### src/rtl/id_ex_ctrl_if.sv
// ID-to-EX control bundle: IF/ID inputs, stall/busy status
// and the registered EX control outputs.
interface id_ex_ctrl_if;
    logic        id_valid;
    logic [31:0] id_instr;
    logic        ex_flush;
    logic        stall_id;
    logic        md_busy;
    logic        ex_valid;
    logic        ex_illegal;
    logic        ex_RegWrite;
    logic        ex_MemWrite;
    logic        ex_MemSign;
    logic        ex_Jump;
    logic        ex_Branch;
    logic        ex_ALUSrc;
    logic        ex_muldiv;
    logic [1:0]  ex_ResultSrc;
    logic [1:0]  ex_MemSize;
    logic [4:0]  ex_ALUControl;
    logic [2:0]  ex_ImmSrc;
    logic [4:0]  ex_rd;
    logic [4:0]  ex_rs1;
    logic [4:0]  ex_rs2;

    modport slave (
        input  id_valid, id_instr, ex_flush,
        output stall_id, md_busy,
        output ex_valid, ex_illegal,
        output ex_RegWrite, ex_MemWrite,
        output ex_MemSign, ex_Jump,
        output ex_Branch, ex_ALUSrc,
        output ex_muldiv, ex_ResultSrc,
        output ex_MemSize, ex_ALUControl,
        output ex_ImmSrc,
        output ex_rd, ex_rs1, ex_rs2
    );

    modport master (
        output id_valid, id_instr, ex_flush,
        input  stall_id, md_busy,
        input  ex_valid, ex_illegal,
        input  ex_RegWrite, ex_MemWrite,
        input  ex_MemSign, ex_Jump,
        input  ex_Branch, ex_ALUSrc,
        input  ex_muldiv, ex_ResultSrc,
        input  ex_MemSize, ex_ALUControl,
        input  ex_ImmSrc,
        input  ex_rd, ex_rs1, ex_rs2
    );
endinterface

### src/rtl/id_ex_ctrl_pipe.sv
// OTTER decode stage: decodes IF/ID into the ID/EX control
// register with load-use bubbling, flush and MUL/DIV hold.
module id_ex_ctrl_pipe #(
    parameter int ENABLE_M   = 1,
    parameter int MD_LATENCY = 4,
    parameter int CNT_W      = 3
) (
    input logic         CLK,
    input logic         RST,
    id_ex_ctrl_if.slave bus
);
    typedef struct packed {
        logic       valid;
        logic       illegal;
        logic       RegWrite;
        logic       MemWrite;
        logic       MemSign;
        logic       Jump;
        logic       Branch;
        logic       ALUSrc;
        logic       muldiv;
        logic [1:0] ResultSrc;
        logic [1:0] MemSize;
        logic [4:0] ALUControl;
        logic [2:0] ImmSrc;
        logic [4:0] rd;
        logic [4:0] rs1;
        logic [4:0] rs2;
    } ctrl_t;

    localparam bit M_ON = (ENABLE_M != 0);
    localparam logic [CNT_W-1:0] LOAD_CNT =
        CNT_W'(MD_LATENCY - 1);

    ctrl_t            r_ex;
    logic [CNT_W-1:0] r_cnt;

    ctrl_t      w_dec;
    logic [6:0] w_op;
    logic [2:0] w_f3;
    logic       w_md, w_lui, w_auipc, w_jal, w_jalr;
    logic       w_br, w_ld, w_st, w_opi, w_alu, w_mdok;
    logic       w_use1, w_use2, w_lu, w_hold;

    assign w_op   = bus.id_instr[6:0];
    assign w_f3   = bus.id_instr[14:12];
    assign w_md   = bus.id_instr[31:25] == 7'b0000001;
    assign w_lui  = w_op == 7'b0110111;
    assign w_auipc = w_op == 7'b0010111;
    assign w_jal  = w_op == 7'b1101111;
    assign w_jalr = w_op == 7'b1100111;
    assign w_br   = w_op == 7'b1100011;
    assign w_ld   = w_op == 7'b0000011;
    assign w_st   = w_op == 7'b0100011;
    assign w_opi  = w_op == 7'b0010011;
    assign w_alu  = (w_op == 7'b0110011) & !w_md;
    assign w_mdok = (w_op == 7'b0110011) & w_md & M_ON;

    assign w_use1 = !(w_lui | w_auipc | w_jal);
    assign w_use2 = (w_op == 7'b0110011) | w_st | w_br;

    always_comb begin
        w_dec            = '0;
        w_dec.valid      = 1'b1;
        w_dec.MemSign    = bus.id_instr[14];
        w_dec.MemSize    = bus.id_instr[13:12];
        w_dec.rd         = bus.id_instr[11:7];
        w_dec.rs1        = bus.id_instr[19:15];
        w_dec.rs2        = bus.id_instr[24:20];
        unique case (1'b1)
            w_lui: begin
                w_dec.RegWrite   = 1'b1;
                w_dec.ALUSrc     = 1'b1;
                w_dec.ImmSrc     = 3'd4;
                w_dec.ALUControl = 5'b01001;
            end
            w_auipc: begin
                w_dec.RegWrite  = 1'b1;
                w_dec.ResultSrc = 2'd2;
                w_dec.ImmSrc    = 3'd4;
            end
            w_jal: begin
                w_dec.RegWrite  = 1'b1;
                w_dec.Jump      = 1'b1;
                w_dec.ResultSrc = 2'd2;
                w_dec.ImmSrc    = 3'd5;
            end
            w_jalr: begin
                w_dec.RegWrite  = 1'b1;
                w_dec.Jump      = 1'b1;
                w_dec.ALUSrc    = 1'b1;
                w_dec.ResultSrc = 2'd2;
                w_dec.ImmSrc    = 3'd1;
            end
            w_br: begin
                w_dec.Branch     = 1'b1;
                w_dec.ImmSrc     = 3'd3;
                w_dec.ALUControl = {2'b10, w_f3};
            end
            w_ld: begin
                w_dec.RegWrite  = 1'b1;
                w_dec.ALUSrc    = 1'b1;
                w_dec.ResultSrc = 2'd1;
                w_dec.ImmSrc    = 3'd1;
            end
            w_st: begin
                w_dec.MemWrite = 1'b1;
                w_dec.ALUSrc   = 1'b1;
                w_dec.ImmSrc   = 3'd2;
            end
            w_opi: begin
                w_dec.RegWrite   = 1'b1;
                w_dec.ALUSrc     = 1'b1;
                w_dec.ImmSrc     = 3'd1;
                w_dec.ALUControl = {1'b0,
                    (w_f3 == 3'b101) & bus.id_instr[30],
                    w_f3};
            end
            w_alu: begin
                w_dec.RegWrite   = 1'b1;
                w_dec.ALUControl = {1'b0,
                    bus.id_instr[30], w_f3};
            end
            w_mdok: begin
                w_dec.RegWrite   = 1'b1;
                w_dec.muldiv     = 1'b1;
                w_dec.ALUControl = {2'b00, w_f3};
            end
            default: begin
                // Unsupported opcodes reach EX as inert markers
                w_dec         = '0;
                w_dec.valid   = 1'b1;
                w_dec.illegal = 1'b1;
                w_dec.rd      = bus.id_instr[11:7];
                w_dec.rs1     = bus.id_instr[19:15];
                w_dec.rs2     = bus.id_instr[24:20];
            end
        endcase
    end

    assign w_hold = r_cnt != '0;
    assign w_lu = r_ex.valid & (r_ex.ResultSrc == 2'd1)
        & (r_ex.rd != 5'd0) & bus.id_valid
        & ((w_use1 & (w_dec.rs1 == r_ex.rd))
         | (w_use2 & (w_dec.rs2 == r_ex.rd)));

    assign bus.stall_id = !bus.ex_flush & (w_hold | w_lu);
    assign bus.md_busy  = w_hold;

    always_ff @(posedge CLK) begin
        if (RST) begin
            r_ex  <= '0;
            r_cnt <= '0;
        end else if (bus.ex_flush) begin
            r_ex  <= '0;
            r_cnt <= '0;
        end else if (w_hold) begin
            r_cnt <= r_cnt - 1'b1;
        end else if (w_lu | !bus.id_valid) begin
            r_ex <= '0;
        end else begin
            r_ex  <= w_dec;
            r_cnt <= w_dec.muldiv ? LOAD_CNT : '0;
        end
    end

    assign bus.ex_valid      = r_ex.valid;
    assign bus.ex_illegal    = r_ex.illegal;
    assign bus.ex_RegWrite   = r_ex.RegWrite;
    assign bus.ex_MemWrite   = r_ex.MemWrite;
    assign bus.ex_MemSign    = r_ex.MemSign;
    assign bus.ex_Jump       = r_ex.Jump;
    assign bus.ex_Branch     = r_ex.Branch;
    assign bus.ex_ALUSrc     = r_ex.ALUSrc;
    assign bus.ex_muldiv     = r_ex.muldiv;
    assign bus.ex_ResultSrc  = r_ex.ResultSrc;
    assign bus.ex_MemSize    = r_ex.MemSize;
    assign bus.ex_ALUControl = r_ex.ALUControl;
    assign bus.ex_ImmSrc     = r_ex.ImmSrc;
    assign bus.ex_rd         = r_ex.rd;
    assign bus.ex_rs1        = r_ex.rs1;
    assign bus.ex_rs2        = r_ex.rs2;
endmodule

### src/flat_wrapper.sv
// flat-port wrapper written by rule: the top's interface ports become plain ports
module id_ex_ctrl_pipe_flat 
#(
    parameter int ENABLE_M   = 1,
    parameter int MD_LATENCY = 4,
    parameter int CNT_W      = 3
)
  (CLK, RST, bus_id_valid, bus_id_instr, bus_ex_flush, bus_stall_id, bus_md_busy, bus_ex_valid, bus_ex_illegal, bus_ex_RegWrite, bus_ex_MemWrite, bus_ex_MemSign, bus_ex_Jump, bus_ex_Branch, bus_ex_ALUSrc, bus_ex_muldiv, bus_ex_ResultSrc, bus_ex_MemSize, bus_ex_ALUControl, bus_ex_ImmSrc, bus_ex_rd, bus_ex_rs1, bus_ex_rs2);
  id_ex_ctrl_if bus_i ();
  input logic CLK;
  input logic RST;
  input wire logic [$bits(bus_i.id_valid)-1:0] bus_id_valid;
  input wire logic [$bits(bus_i.id_instr)-1:0] bus_id_instr;
  input wire logic [$bits(bus_i.ex_flush)-1:0] bus_ex_flush;
  output wire logic [$bits(bus_i.stall_id)-1:0] bus_stall_id;
  output wire logic [$bits(bus_i.md_busy)-1:0] bus_md_busy;
  output wire logic [$bits(bus_i.ex_valid)-1:0] bus_ex_valid;
  output wire logic [$bits(bus_i.ex_illegal)-1:0] bus_ex_illegal;
  output wire logic [$bits(bus_i.ex_RegWrite)-1:0] bus_ex_RegWrite;
  output wire logic [$bits(bus_i.ex_MemWrite)-1:0] bus_ex_MemWrite;
  output wire logic [$bits(bus_i.ex_MemSign)-1:0] bus_ex_MemSign;
  output wire logic [$bits(bus_i.ex_Jump)-1:0] bus_ex_Jump;
  output wire logic [$bits(bus_i.ex_Branch)-1:0] bus_ex_Branch;
  output wire logic [$bits(bus_i.ex_ALUSrc)-1:0] bus_ex_ALUSrc;
  output wire logic [$bits(bus_i.ex_muldiv)-1:0] bus_ex_muldiv;
  output wire logic [$bits(bus_i.ex_ResultSrc)-1:0] bus_ex_ResultSrc;
  output wire logic [$bits(bus_i.ex_MemSize)-1:0] bus_ex_MemSize;
  output wire logic [$bits(bus_i.ex_ALUControl)-1:0] bus_ex_ALUControl;
  output wire logic [$bits(bus_i.ex_ImmSrc)-1:0] bus_ex_ImmSrc;
  output wire logic [$bits(bus_i.ex_rd)-1:0] bus_ex_rd;
  output wire logic [$bits(bus_i.ex_rs1)-1:0] bus_ex_rs1;
  output wire logic [$bits(bus_i.ex_rs2)-1:0] bus_ex_rs2;
  assign bus_i.id_valid = bus_id_valid;
  assign bus_i.id_instr = bus_id_instr;
  assign bus_i.ex_flush = bus_ex_flush;
  assign bus_stall_id = bus_i.stall_id;
  assign bus_md_busy = bus_i.md_busy;
  assign bus_ex_valid = bus_i.ex_valid;
  assign bus_ex_illegal = bus_i.ex_illegal;
  assign bus_ex_RegWrite = bus_i.ex_RegWrite;
  assign bus_ex_MemWrite = bus_i.ex_MemWrite;
  assign bus_ex_MemSign = bus_i.ex_MemSign;
  assign bus_ex_Jump = bus_i.ex_Jump;
  assign bus_ex_Branch = bus_i.ex_Branch;
  assign bus_ex_ALUSrc = bus_i.ex_ALUSrc;
  assign bus_ex_muldiv = bus_i.ex_muldiv;
  assign bus_ex_ResultSrc = bus_i.ex_ResultSrc;
  assign bus_ex_MemSize = bus_i.ex_MemSize;
  assign bus_ex_ALUControl = bus_i.ex_ALUControl;
  assign bus_ex_ImmSrc = bus_i.ex_ImmSrc;
  assign bus_ex_rd = bus_i.ex_rd;
  assign bus_ex_rs1 = bus_i.ex_rs1;
  assign bus_ex_rs2 = bus_i.ex_rs2;
  id_ex_ctrl_pipe #(.ENABLE_M(ENABLE_M), .MD_LATENCY(MD_LATENCY), .CNT_W(CNT_W)) u_core (.CLK(CLK), .RST(RST), .bus(bus_i));
endmodule
### config.mk
export PLATFORM = sky130hd
export DESIGN_NAME = id_ex_ctrl_pipe_flat
export DESIGN_NICKNAME = d
export VERILOG_FILES = /design/src/rtl/id_ex_ctrl_if.sv /design/src/rtl/id_ex_ctrl_pipe.sv /design/src/flat_wrapper.sv
export SDC_FILE = /design/constraint.sdc
export NUM_CORES = 1
export LEC_CHECK = 0
export BUFFER_PORTS_ARGS = -buffer_cell sky130_fd_sc_hd__buf_2
export CORE_MARGIN = 5
export CORE_UTILIZATION = 48
export CTS_CLUSTER_DIAMETER = 100
export DETAILED_ROUTE_END_ITERATION = 8
export GPL_TIMING_DRIVEN = 0
export PLACE_DENSITY = 0.92
export SLEW_MARGIN = 40
export SYNTH_ARGS = -nofsm -noshare
export SYNTH_HDL_FRONTEND = slang
export SYNTH_SLANG_ARGS = --single-unit
export TNS_END_PERCENT = 30
### constraint.sdc
create_clock -name CLK -period 2.4 [get_ports CLK]
set_input_delay 0.12 -clock CLK [delete_from_list [all_inputs] [get_ports CLK]]
set_output_delay 0.12 -clock CLK [all_outputs]
set_load 0.1 [all_outputs]
==> results of run 1 <==
==> sequential cells by signal, indices dropped and copies added (netlist names) <==
| signal | count |
|---|---|
| u_core.bus.ex_ALUControl | 5 |
| u_core.bus.ex_MemSign | 1 |
| u_core.bus.ex_rd | 5 |
| u_core.bus.ex_Branch | 1 |
| u_core.bus.ex_MemSize | 2 |
| u_core.bus.ex_ResultSrc | 2 |
| u_core.bus.ex_rs2 | 5 |
| u_core.bus.ex_illegal | 1 |
| u_core.r_cnt | 3 |
| u_core.bus.ex_ALUSrc | 1 |
| u_core.bus.ex_RegWrite | 1 |
| u_core.bus.ex_ImmSrc | 3 |
| u_core.bus.ex_valid | 1 |
| u_core.bus.ex_MemWrite | 1 |
| u_core.bus.ex_muldiv | 1 |
| u_core.bus.ex_Jump | 1 |
| u_core.bus.ex_rs1 | 5 |
==> worst max-delay path by stage <==
stage	cells after the start	slack, ns	to
after global placement	7	-0.13	u_core.bus.ex_ALUControl[0]$_SDFFE_PP0N_
after detailed placement	7	0.07	u_core.bus.ex_rs1[0]$_SDFFE_PP0N_
final	5	0.13	bus_stall_id
after floorplan	4	0.002	bus_stall_id
after global routing	8	0.01	u_core.bus.ex_ResultSrc[1]$_SDFFE_PP0N_
after CTS	5	0.02	bus_stall_id
==> metrics by stage <==
stage / hold WS [ns] / TNS [ns] / power, W / instance area, µm² / std cells
2_1_floorplan: 0.245 / 0 / 0.000855 / 1850 / 185
3_3_place_gp: 0.335 / -2.84 / 0.000920 / 2260 / 304
6_report: 0.0357 / 0 / 0.00135 / 2370 / 312
4_1_cts: 0.0380 / 0 / 0.00136 / 2360 / 312
5_1_grt: 0.0423 / 0 / 0.00141 / 2370 / 312
3_5_place_dp: 0.341 / 0 / 0.000927 / 2270 / 304
==> cell families (layout without fill, tap and decap cells) <==
| group | Yosys count | in the layout | share of synthesized area (%) |
|---|---|---|---|
| AO/OA/AOI/OAI | 59 | 59 | 27.0 |
| AND/OR/NAND/NOR | 47 | 47 | 16.0 |
| flip-flops | 39 | 39 | 43.0 |
| buffers and inverters | 25 | 104 | 6.13 |
| XOR/XNOR | 11 | 11 | 5.30 |
| adder cells (fa/ha/maj) | 3 | 3 | 2.07 |
| multiplexers | 1 | 1 | 0.551 |
==> metal layers <==
metal	vias up	share of wire, %	GRT usage, %
met3	6	8.2	7.99
met2	70	53	35.6
met1	882	38	23.1
met4	0	1.0	7.31
met5	-	0	0
li1	854	-	-
==> cells in the mapped netlist (4+ instances only) <==
cell,count
clkbuf_1,10
nor3_1,7
dfxtp_1,39
o21ai_0,8
a32o_1,9
xnor2_1,4
xor2_1,7
nand3_1,5
nand2_1,9
a22o_1,25
nor2_1,7
inv_1,11
==> placed cells by master (no fill, tap or decap), types with 6 or more instances in the layout <==
master and instances:
buf_2 72, dfxtp_1 31, a22o_1 25, inv_1 11, clkbuf_1 11, nand2_1 9
a32o_1 9, o21ai_0 8, xor2_1 7, nor2_1 7, nor3_1 6
==> repair_timing <==
action | in CTS | in global routing
gates resized for setup | 1 | 3
pin swaps | 0 | 1
endpoints found under the setup margin | 1 | 29
==> power groups by stage <==
stage	Sequential (W)	Combinational (W)	Clock, W
after CTS	0.000665	0.000249	0.000442
after detailed placement	0.000680	0.000247	0
after global placement	0.000679	0.000241	0
final	0.000665	0.000252	0.000437
after global routing	0.000666	0.000269	0.000477
after floorplan	0.000751	0.000104	0
==> layout make-up <==
type | instances | area share, %
flip-flops and latches | 39 | 33.7
inverters | 11 | 1.74
well taps | 48 | 2.53
multi-input cells | 121 | 40.3
repair buffers | 71 | 15.3
clock inverters | 2 | 0.475
plain buffers | 14 | 2.96
clock buffers | 6 | 3.06
==> results.md, run 1 <==
- Place WS: 0.0730 ns
- Leading post-synthesis cells by cell area: dfxtp_1 (43%), a22o_1 (12%), a32o_1 (5.0%)
- I/O Buffers: 71
- Hold depth: 2
- FF-to-FF Start: u_core.r_cnt[0]$_SDFFE_PP0P_
- Max_slew headroom: 63.4%
- Synth Flop Type: dfxtp_1
- CP max stage cell: or4_4
- Worst Tran Pin Value: 0.542 ns
- Htree depth: 2
- Syn avg cell area: 9.82 µm²
- Sw Ratio: 31.3%
- Num CTS Buffers: 5
- RePlAce Congestion: 0.839
- NumNets Final: 302
- Gate power share: 18.6%
- Yosys top cell area share: 43.0%
- Crit path launch type: flip-flop
- PwrDens: 571 mW/mm²
- Syn Nets: 224
- Footprint of the multi-input gates: 955 µm²
- Final Hold Viols: 0
- FF-to-FF setup slack: 0.21 ns
- Sequential power share: 49.1%
- Worst Slack Setup Final: 0.133 ns
- Crit path buffers/inverters: 1
- Vias/cell: 5.81
- Clk sink count: 39
- Via count: 1,812
- 1st-pass router iterations: 4
- Max cap viols: 0
- Tmin final: 2.27 ns
- Hold EP: u_core.bus.ex_rd[0]$_SDFFE_PP0N_
- End-of-flow core utilization: 64.7%
- Critical path class: flip-flop to output pin
- Post-synth EDFFs: 0
- Slew Viols, Final: 0
- Worst Min Path Start: bus_id_instr[7]
- Fillers: 321
- Congestion Overflow GR: 0
- Worst reg2reg path depth: 7
- Worst IR Drop VDD: 376 µV
- Worst EP arrival: 2.15 ns
- Mapped Area: 0.00182 mm²
- Synth-to-Final Area Change: 30.4%
- Initial Util: 49.6%
- Largest net degree at the start of global routing: 13
- Delay-heaviest family, CP: simple AND/OR/NAND/NOR gates
- Worst setup startpoint: u_core.bus.ex_rd[3]$_SDFFE_PP0N_
- Routed wire length: 5.32 mm
- Drt initial violations: 103
- Clk buf depth: 2
- Leakage power: 1.14 nW
- Hpwl dp: 4.05 mm
- Status: complete, no violations
- First-pass GRT wire length: 8.32 mm
- Synth unique cells: 40
- R2r endpoint: u_core.bus.ex_illegal$_SDFFE_PP0N_
- Worst path required time: 2.28 ns
- Reg area: 798 µm²
- Final setup viols: 0
- Post-synthesis cell type with the largest combined area: dfxtp_1
- Tot GR Track Use: 20.7%
- Die ar.: 0.00512 mm²
- RSZ-0062 raised after global routing: false
- Remaining DRCs: 0
- # diodes: 0
- Crit-path max FO: 5
- CTS tree: yes
- CTS root buf: clkbuf_8
- Psw: 0.000424 W
- Fraction of registers with async set/reset: 0%
- Vias in the first global route: 1,821
- CP peak stage delay: 0.61 ns
- Final worst-path cycle share: 94.5%
- Die span in x: 71.5 µm
- Post-CTS setup buffers: 0
- I/O Pins: 74
- Hold Crit Class: primary input to flip-flop
- Die Span Y: 71.5 µm
- FF+latch count, synth: 39
- Clock-pin slew on the worst setup and hold paths: 0.07 ns
- Core area: 0.00366 mm²
- Yosys Warn Count: 0
- Fmax achieved: 0.441 GHz
- Hold_buf cts: 0
- Seq/Total Area, Yosys: 43.0%
- Clock share of power: 32.3%
- Initial antenna violation count: 0
- Clk_lat worst skew: 0.29 ns
- Worst Setup End Kind: output pin
- Routed WL per cell: 17.0 µm
- Cell Chain, Critical Path: xnor2_1 -> nand4_1 -> or4_4 -> a31oi_4 -> buf_6
- Share of cells above drive strength 1: 37.1%
- Post-Syn Instances: 185
- Internal Power: 0.000930 W
- Clock Skew: 0.00354 ns
- Rows: 22
- Post-DRT Antenna Nets: 0
No activity file was read; power rests on OpenSTA's default activity.
==> inputs of run 2 (changes only) <==
--- a/config.mk
+++ b/config.mk
@@ -12,6 +12,7 @@
 export DETAILED_ROUTE_END_ITERATION = 8
 export GPL_TIMING_DRIVEN = 0
 export PLACE_DENSITY = 0.92
+export SKIP_LAST_GASP = 1
 export SLEW_MARGIN = 40
 export SYNTH_ARGS = -nofsm -noshare
 export SYNTH_HDL_FRONTEND = slang
==> constraint.sdc (replaced) <==
create_clock -name CLK -period 2.4 [get_ports CLK]
set_input_delay 0.24 -clock CLK [delete_from_list [all_inputs] [get_ports CLK]]
set_output_delay 0.24 -clock CLK [all_outputs]
set_load 0.1 [all_outputs]
==> results.md, run 2 (synthesized netlist as in run 1, its figures left out) <==
- I/O Pins: 74 (unchanged)
- CP max stage cell: or4_4 (unchanged)
- Post-DRT Antenna Nets: 0 (unchanged)
- Status: complete, no violations (unchanged)
- Largest net degree at the start of global routing: 13 (unchanged)
- Fmax achieved: 0.419 GHz (was 0.441 GHz)
- Remaining DRCs: 0 (unchanged)
- Worst reg2reg path depth: 8 (was 7)
- Clock Skew: 0.00557 ns (was 0.00354 ns)
- Num CTS Buffers: 5 (unchanged)
- Worst EP arrival: 2.15 ns (about the same)
- Routed wire length: 5.04 mm (was 5.32 mm)
- Share of cells above drive strength 1: 37.1% (unchanged)
- Routed WL per cell: 16.1 µm (was 17.0 µm)
- Vias/cell: 5.71 (was 5.81)
- Final worst-path cycle share: 99.4% (was 94.5%)
- Max cap viols: 0 (unchanged)
- CP peak stage delay: 0.53 ns (was 0.61 ns)
- Die ar.: 0.00512 mm² (unchanged)
- Core area: 0.00366 mm² (unchanged)
- CTS tree: yes (unchanged)
- PwrDens: 562 mW/mm² (was 571 mW/mm²)
- Crit path launch type: flip-flop (unchanged)
- CTS root buf: clkbuf_8 (unchanged)
- Slew Viols, Final: 0 (unchanged)
- Clk buf depth: 2 (unchanged)
- Final Hold Viols: 0 (unchanged)
- Worst IR Drop VDD: 430 µV (was 376 µV)
- R2r endpoint: u_core.bus.ex_ResultSrc[1]$_SDFFE_PP0N_ (was u_core.bus.ex_illegal$_SDFFE_PP0N_)
- Crit path buffers/inverters: 1 (unchanged)
- Htree depth: 2 (unchanged)
- Leakage power: 1.14 nW (about the same)
- Via count: 1,781 (was 1,812)
- 1st-pass router iterations: 4 (unchanged)
- Clk sink count: 39 (unchanged)
- Hold EP: u_core.bus.ex_rd[1]$_SDFFE_PP0N_ (was u_core.bus.ex_rd[0]$_SDFFE_PP0N_)
- Clock-pin slew on the worst setup and hold paths: 0.08 ns (was 0.07 ns)
- Delay-heaviest family, CP: simple AND/OR/NAND/NOR gates (unchanged)
- Die span in x: 71.5 µm (unchanged)
- I/O Buffers: 71 (unchanged)
- Worst Min Path Start: bus_id_instr[8] (was bus_id_instr[7])
- Hold Crit Class: primary input to flip-flop (unchanged)
- RSZ-0062 raised after global routing: true (was false)
- Crit-path max FO: 3 (was 5)
- Initial antenna violation count: 0 (unchanged)
- Hold depth: 2 (unchanged)
- Post-route setup TNS: 0 ns (unchanged)
- Worst Setup End Kind: output pin (unchanged)
- NumNets Final: 302 (unchanged)
- Die Span Y: 71.5 µm (unchanged)
- Tot GR Track Use: 19.5% (was 20.7%)
- Commonest non-fill, non-tap cell in the layout: buf_2 (unchanged)
- # diodes: 0 (unchanged)
- First-pass GRT wire length: 7.93 mm (was 8.32 mm)
- Max_slew headroom: 64.3% (was 63.4%)
- Hpwl dp: 3.84 mm (was 4.05 mm)
- Commonest non-fill, non-tap cells in the layout: buf_2 (72), dfxtp_1 (31), a22o_1 (25) (unchanged)
- End-of-flow core utilization: 65.2% (was 64.7%)
- Worst Tran Pin Value: 0.536 ns (was 0.542 ns)
- Vias in the first global route: 1,766 (was 1,821)
- Final setup viols: 0 (unchanged)
- Rows: 22 (unchanged)
- Congestion Overflow GR: 0 (unchanged)
- RePlAce Congestion: 0.814 (was 0.839)
- Critical path class: flip-flop to output pin (unchanged)
- Clk_lat worst skew: 0.29 ns (about the same)
- FF-to-FF Start: u_core.r_cnt[0]$_SDFFE_PP0P_ (unchanged)
- FF-to-FF setup slack: 0.15 ns (was 0.21 ns)
- Synth-to-Final Area Change: 31.4% (was 30.4%)
- Final instance area: 0.00239 mm² (was 0.00237 mm²)
- Cell Chain, Critical Path: nand4b_1 -> a211o_1 -> or4_4 -> a31oi_4 -> buf_8 (was xnor2_1 -> nand4_1 -> or4_4 -> a31oi_4 -> buf_6)
- Tmin final: 2.39 ns (was 2.27 ns)
- Worst path required time: 2.16 ns (was 2.28 ns)
- Drt initial violations: 121 (was 103)
- Initial Util: 49.6% (unchanged)
- DP Area: 0.00228 mm² (was 0.00227 mm²)
[run 2: cell type report]
type	count	area, µm²
Buffer	14	70.1
Clock buffer	6	72.6
Clock inverter	2	12.5
Fill cell	291	1270
Inverter	11	41.3
Multi-Input combinational cell	121	955
Sequential cell	39	811
Tap cell	48	60.1
Timing Repair Buffer	71	365
[run 2: through the flow]
step	power, W	worst slack, ns	hold slack, ns	std cells
floorplan	0.000851	0.0277	0.365	185
global placement	0.000915	-0.0220	0.435	304
detailed placement	0.000920	-0.0441	0.454	304
CTS	0.00135	-0.0203	0.162	312
global route	0.00140	-0.0456	0.154	312
finish	0.00134	0.0133	0.165	312
[run 2: worst register-to-register path, stage by stage, from the launching register on]
cell and delay [ns]:
dfxtp_1 0.30, inv_1 0.09, ha_1 0.18, ha_1 0.14
clkbuf_1 0.42, nand3_1 0.31, or2_2 0.37, nor3_1 0.21
a22o_1 0.17
[run 2: worst max-delay path by stage]
stage	start	end	slack [ns]	cells past startpoint
finish	u_core.bus.ex_ResultSrc[1]$_SDFFE_PP0N_	bus_stall_id	0.01	5
global route	u_core.bus.ex_ResultSrc[1]$_SDFFE_PP0N_	bus_stall_id	-0.05	5
CTS	u_core.bus.ex_ResultSrc[1]$_SDFFE_PP0N_	bus_stall_id	-0.02	5
detailed placement	u_core.r_cnt[0]$_SDFFE_PP0P_	u_core.bus.ex_Jump$_SDFFE_PP0N_	-0.04	7
global placement	u_core.r_cnt[0]$_SDFFE_PP0P_	u_core.bus.ex_ALUSrc$_SDFFE_PP0N_	-0.02	7
floorplan	u_core.bus.ex_ResultSrc[0]$_SDFFE_PP0N_	bus_stall_id	0.03	4
[run 2: timing repair]
item | 4_1_cts | 5_1_grt
setup endpoints to repair | 31 | 15
gates resized for setup | 2 | 3
setup buffers | 0 | 0
pin swaps | 0 | 0
hold buffers | 0 | 0
endpoints found under the hold margin | 0 | 0
[run 2: power by group]
group          switching, W  internal [W]  total [W]
clock              0.000227      0.000203   0.000430
sequential       0.00000857      0.000652   0.000660
combinational      0.000181     0.0000701   0.000251
total              0.000416      0.000925    0.00134
[run 2: layer usage]
layer,up-vias,global-route usage [%],part of all wire [%]
met5,-,0,0
met4,0,7.31,1.5
met3,9,5.19,7.7
met2,72,33.1,50
met1,852,23.5,41
li1,848,-,-
==> inputs of run 3 (changes only) <==
--- a/config.mk
+++ b/config.mk
@@ -11,7 +11,7 @@
 export CTS_CLUSTER_DIAMETER = 100
 export DETAILED_ROUTE_END_ITERATION = 8
 export GPL_TIMING_DRIVEN = 0
-export PLACE_DENSITY = 0.92
+export PLACE_DENSITY = 0.8
 export SKIP_LAST_GASP = 1
 export SLEW_MARGIN = 40
 export SYNTH_ARGS = -nofsm -noshare
==> results.md, run 3 (synthesized netlist as in run 1, its figures left out) <==
- Status: finished with violations (was complete, no violations)
- Failing checks: setup timing
- Met3 Usage GRT: 6.59% (was 5.19%)
- Die ar.: 0.00512 mm² (unchanged)
- FF-to-FF Start: u_core.r_cnt[0]$_SDFFE_PP0P_ (unchanged)
- Worst EP arrival: 2.18 ns (was 2.15 ns)
- Slew Viols, Final: 0 (unchanged)
- Commonest non-fill, non-tap cell in the layout: buf_2 (unchanged)
- Leakage power: 1.13 nW (was 1.14 nW)
- Fmax achieved: 0.413 GHz (was 0.419 GHz)
- Vias/cell: 5.61 (was 5.71)
- CP max stage cell: or4_4 (unchanged)
- Via count: 1,749 (was 1,781)
- Max cap viols: 0 (unchanged)
- Fillers: 314 (was 291)
- Worst Slack Setup Final: -0.0208 ns (was 0.0133 ns)
- Die span in x: 71.5 µm (unchanged)
- Cell Chain, Critical Path: nand4b_1 -> a211o_1 -> or4_4 -> a31oi_4 -> buf_4 (was nand4b_1 -> a211o_1 -> or4_4 -> a31oi_4 -> buf_8)
- Post-CTS setup buffers: 0 (unchanged)
- CTS root buf: clkbuf_8 (unchanged)
- Clk sink count: 39 (unchanged)
- I/O Buffers: 71 (unchanged)
- Final worst-path cycle share: 101% (was 99.4%)
- CTS tree: yes (unchanged)
- Crit path launch type: flip-flop (unchanged)
- Drt initial violations: 80 (was 121)
- NumNets Final: 302 (unchanged)
- Clk buf depth: 2 (unchanged)
- End-of-flow core utilization: 64.9% (was 65.2%)
- # diodes: 0 (unchanged)
- Die Span Y: 71.5 µm (unchanged)
- Vias in the first global route: 1,708 (was 1,766)
- Htree depth: 2 (unchanged)
- Commonest non-fill, non-tap cells in the layout: buf_2 (72), dfxtp_1 (31), a22o_1 (25) (unchanged)
- Tmin final: 2.42 ns (was 2.39 ns)
- Final Hold Viols: 0 (unchanged)
- Congestion Overflow GR: 0 (unchanged)
- Remaining DRCs: 0 (unchanged)
- I/O Pins: 74 (unchanged)
- Hold Crit Class: primary input to flip-flop (unchanged)
- Clock-pin slew on the worst setup and hold paths: 0.07 ns (was 0.08 ns)
- Met2 Resource Use GR: 33.4% (was 33.1%)
- Post-route setup TNS: -0.0208 ns (was 0 ns)
- Clk_lat worst skew: 0.29 ns (about the same)
- Worst Tran Pin Value: 0.523 ns (was 0.536 ns)
- Worst Min Path Start: bus_id_instr[7] (was bus_id_instr[8])
- Worst Setup End Kind: output pin (unchanged)
- PwrDens: 561 mW/mm² (was 562 mW/mm²)
- GRT Max-Usage Layer: met2 (unchanged)
- Post-DRT Antenna Nets: 0 (unchanged)
- Routed wire length: 4.88 mm (was 5.04 mm)
- Final setup viols: 1 (was 0)
- Max_slew headroom: 65.1% (was 64.3%)
- Initial Util: 49.6% (unchanged)
- CP peak stage delay: 0.52 ns (was 0.53 ns)
- Synth-to-Final Area Change: 30.7% (was 31.4%)
- RePlAce Congestion: 0.814 (about the same)
- Crit-path max FO: 3 (unchanged)
- Core area: 0.00366 mm² (unchanged)
- Worst setup startpoint: u_core.bus.ex_ResultSrc[1]$_SDFFE_PP0N_ (unchanged)
- Hpwl dp: 3.70 mm (was 3.84 mm)
- Footprint of the multi-input gates: 955 µm² (unchanged)
- Share of cells above drive strength 1: 36.4% (was 37.1%)
- Delay-heaviest family, CP: simple AND/OR/NAND/NOR gates (unchanged)
- Crit path buffers/inverters: 1 (unchanged)
- 1st-pass router iterations: 4 (unchanged)
- Reg area: 811 µm² (unchanged)
- Worst path required time: 2.16 ns (about the same)
- Tot Pwr: 0.00133 W (was 0.00134 W)
- Hold_buf cts: 0 (unchanged)
- RSZ-0062 raised after global routing: true (unchanged)
- Rows: 22 (unchanged)
- Tot GR Track Use: 19.5% (about the same)
- Worst IR Drop VDD: 334 µV (was 430 µV)
- First-pass GRT wire length: 7.92 mm (was 7.93 mm)
- Met1 usage: 23.2% (was 23.5%)
- Initial antenna violation count: 0 (unchanged)
- Num CTS Buffers: 5 (unchanged)
- Clock Skew: 0.00553 ns (was 0.00557 ns)
- Routed WL per cell: 15.7 µm (was 16.1 µm)
- Critical path class: flip-flop to output pin (unchanged)
- Largest net degree at the start of global routing: 12 (was 13)
- CTS resizes: 2 (unchanged)
==> run 3: path summary, 6_finish.rpt <==
check / to / slack (ns) / cells past startpoint
worst max-delay path: bus_stall_id / -0.02 / 5
worst min-delay path: u_core.bus.ex_rd[0]$_SDFFE_PP0N_ / 0.16 / 2
worst max register to register: u_core.bus.ex_Jump$_SDFFE_PP0N_ / 0.16 / 8
worst min register to register: u_core.bus.ex_ImmSrc[1]$_SDFFE_PP0N_ / 0.46 / 1
==> run 3: report_power, final <==
part           total [W]  switching [W]  internal, W
Combinational   0.000249       0.000180    0.0000690
Sequential      0.000660     0.00000816     0.000652
Clock           0.000424       0.000217     0.000206
==> run 3: metal layers <==
metal  part of all wire, %  up-vias
li1                      -      856
met1                    42      823
met2                    49       59
met3                   7.3       11
met4                   1.5        0
met5                     0        -
==> run 3: area by class of cell <==
| cell class | count | area share [%] |
|---|---|---|
| Inverter | 11 | 1.74 |
| Buffer | 14 | 2.95 |
| Multi-Input combinational cell | 121 | 40.2 |
| Sequential cell | 39 | 34.1 |
| Timing Repair Buffer | 71 | 15.1 |
| Tap cell | 48 | 2.53 |
| Clock buffer | 8 | 3.37 |
==> run 3: worst register-to-register path, stage by stage, from the launching register on <==
cell and delay [ns]:
dfxtp_1 0.30, inv_1 0.09, ha_1 0.19, ha_1 0.15
clkbuf_1 0.42, nand3_1 0.30, or2_2 0.36, nor3_1 0.22
a22o_1 0.17
==> run 3: metrics by stage <==
stage               hold WS (ns)  instances  instance area (µm²)  worst slack [ns]
finish                     0.161        312                 2370           -0.0208
global route               0.153        312                 2370           -0.0801
CTS                        0.157        312                 2370           -0.0358
detailed placement         0.452        304                 2280            -0.127
global placement           0.443        304                 2280           -0.0338
floorplan                  0.365        185                 1870            0.0277
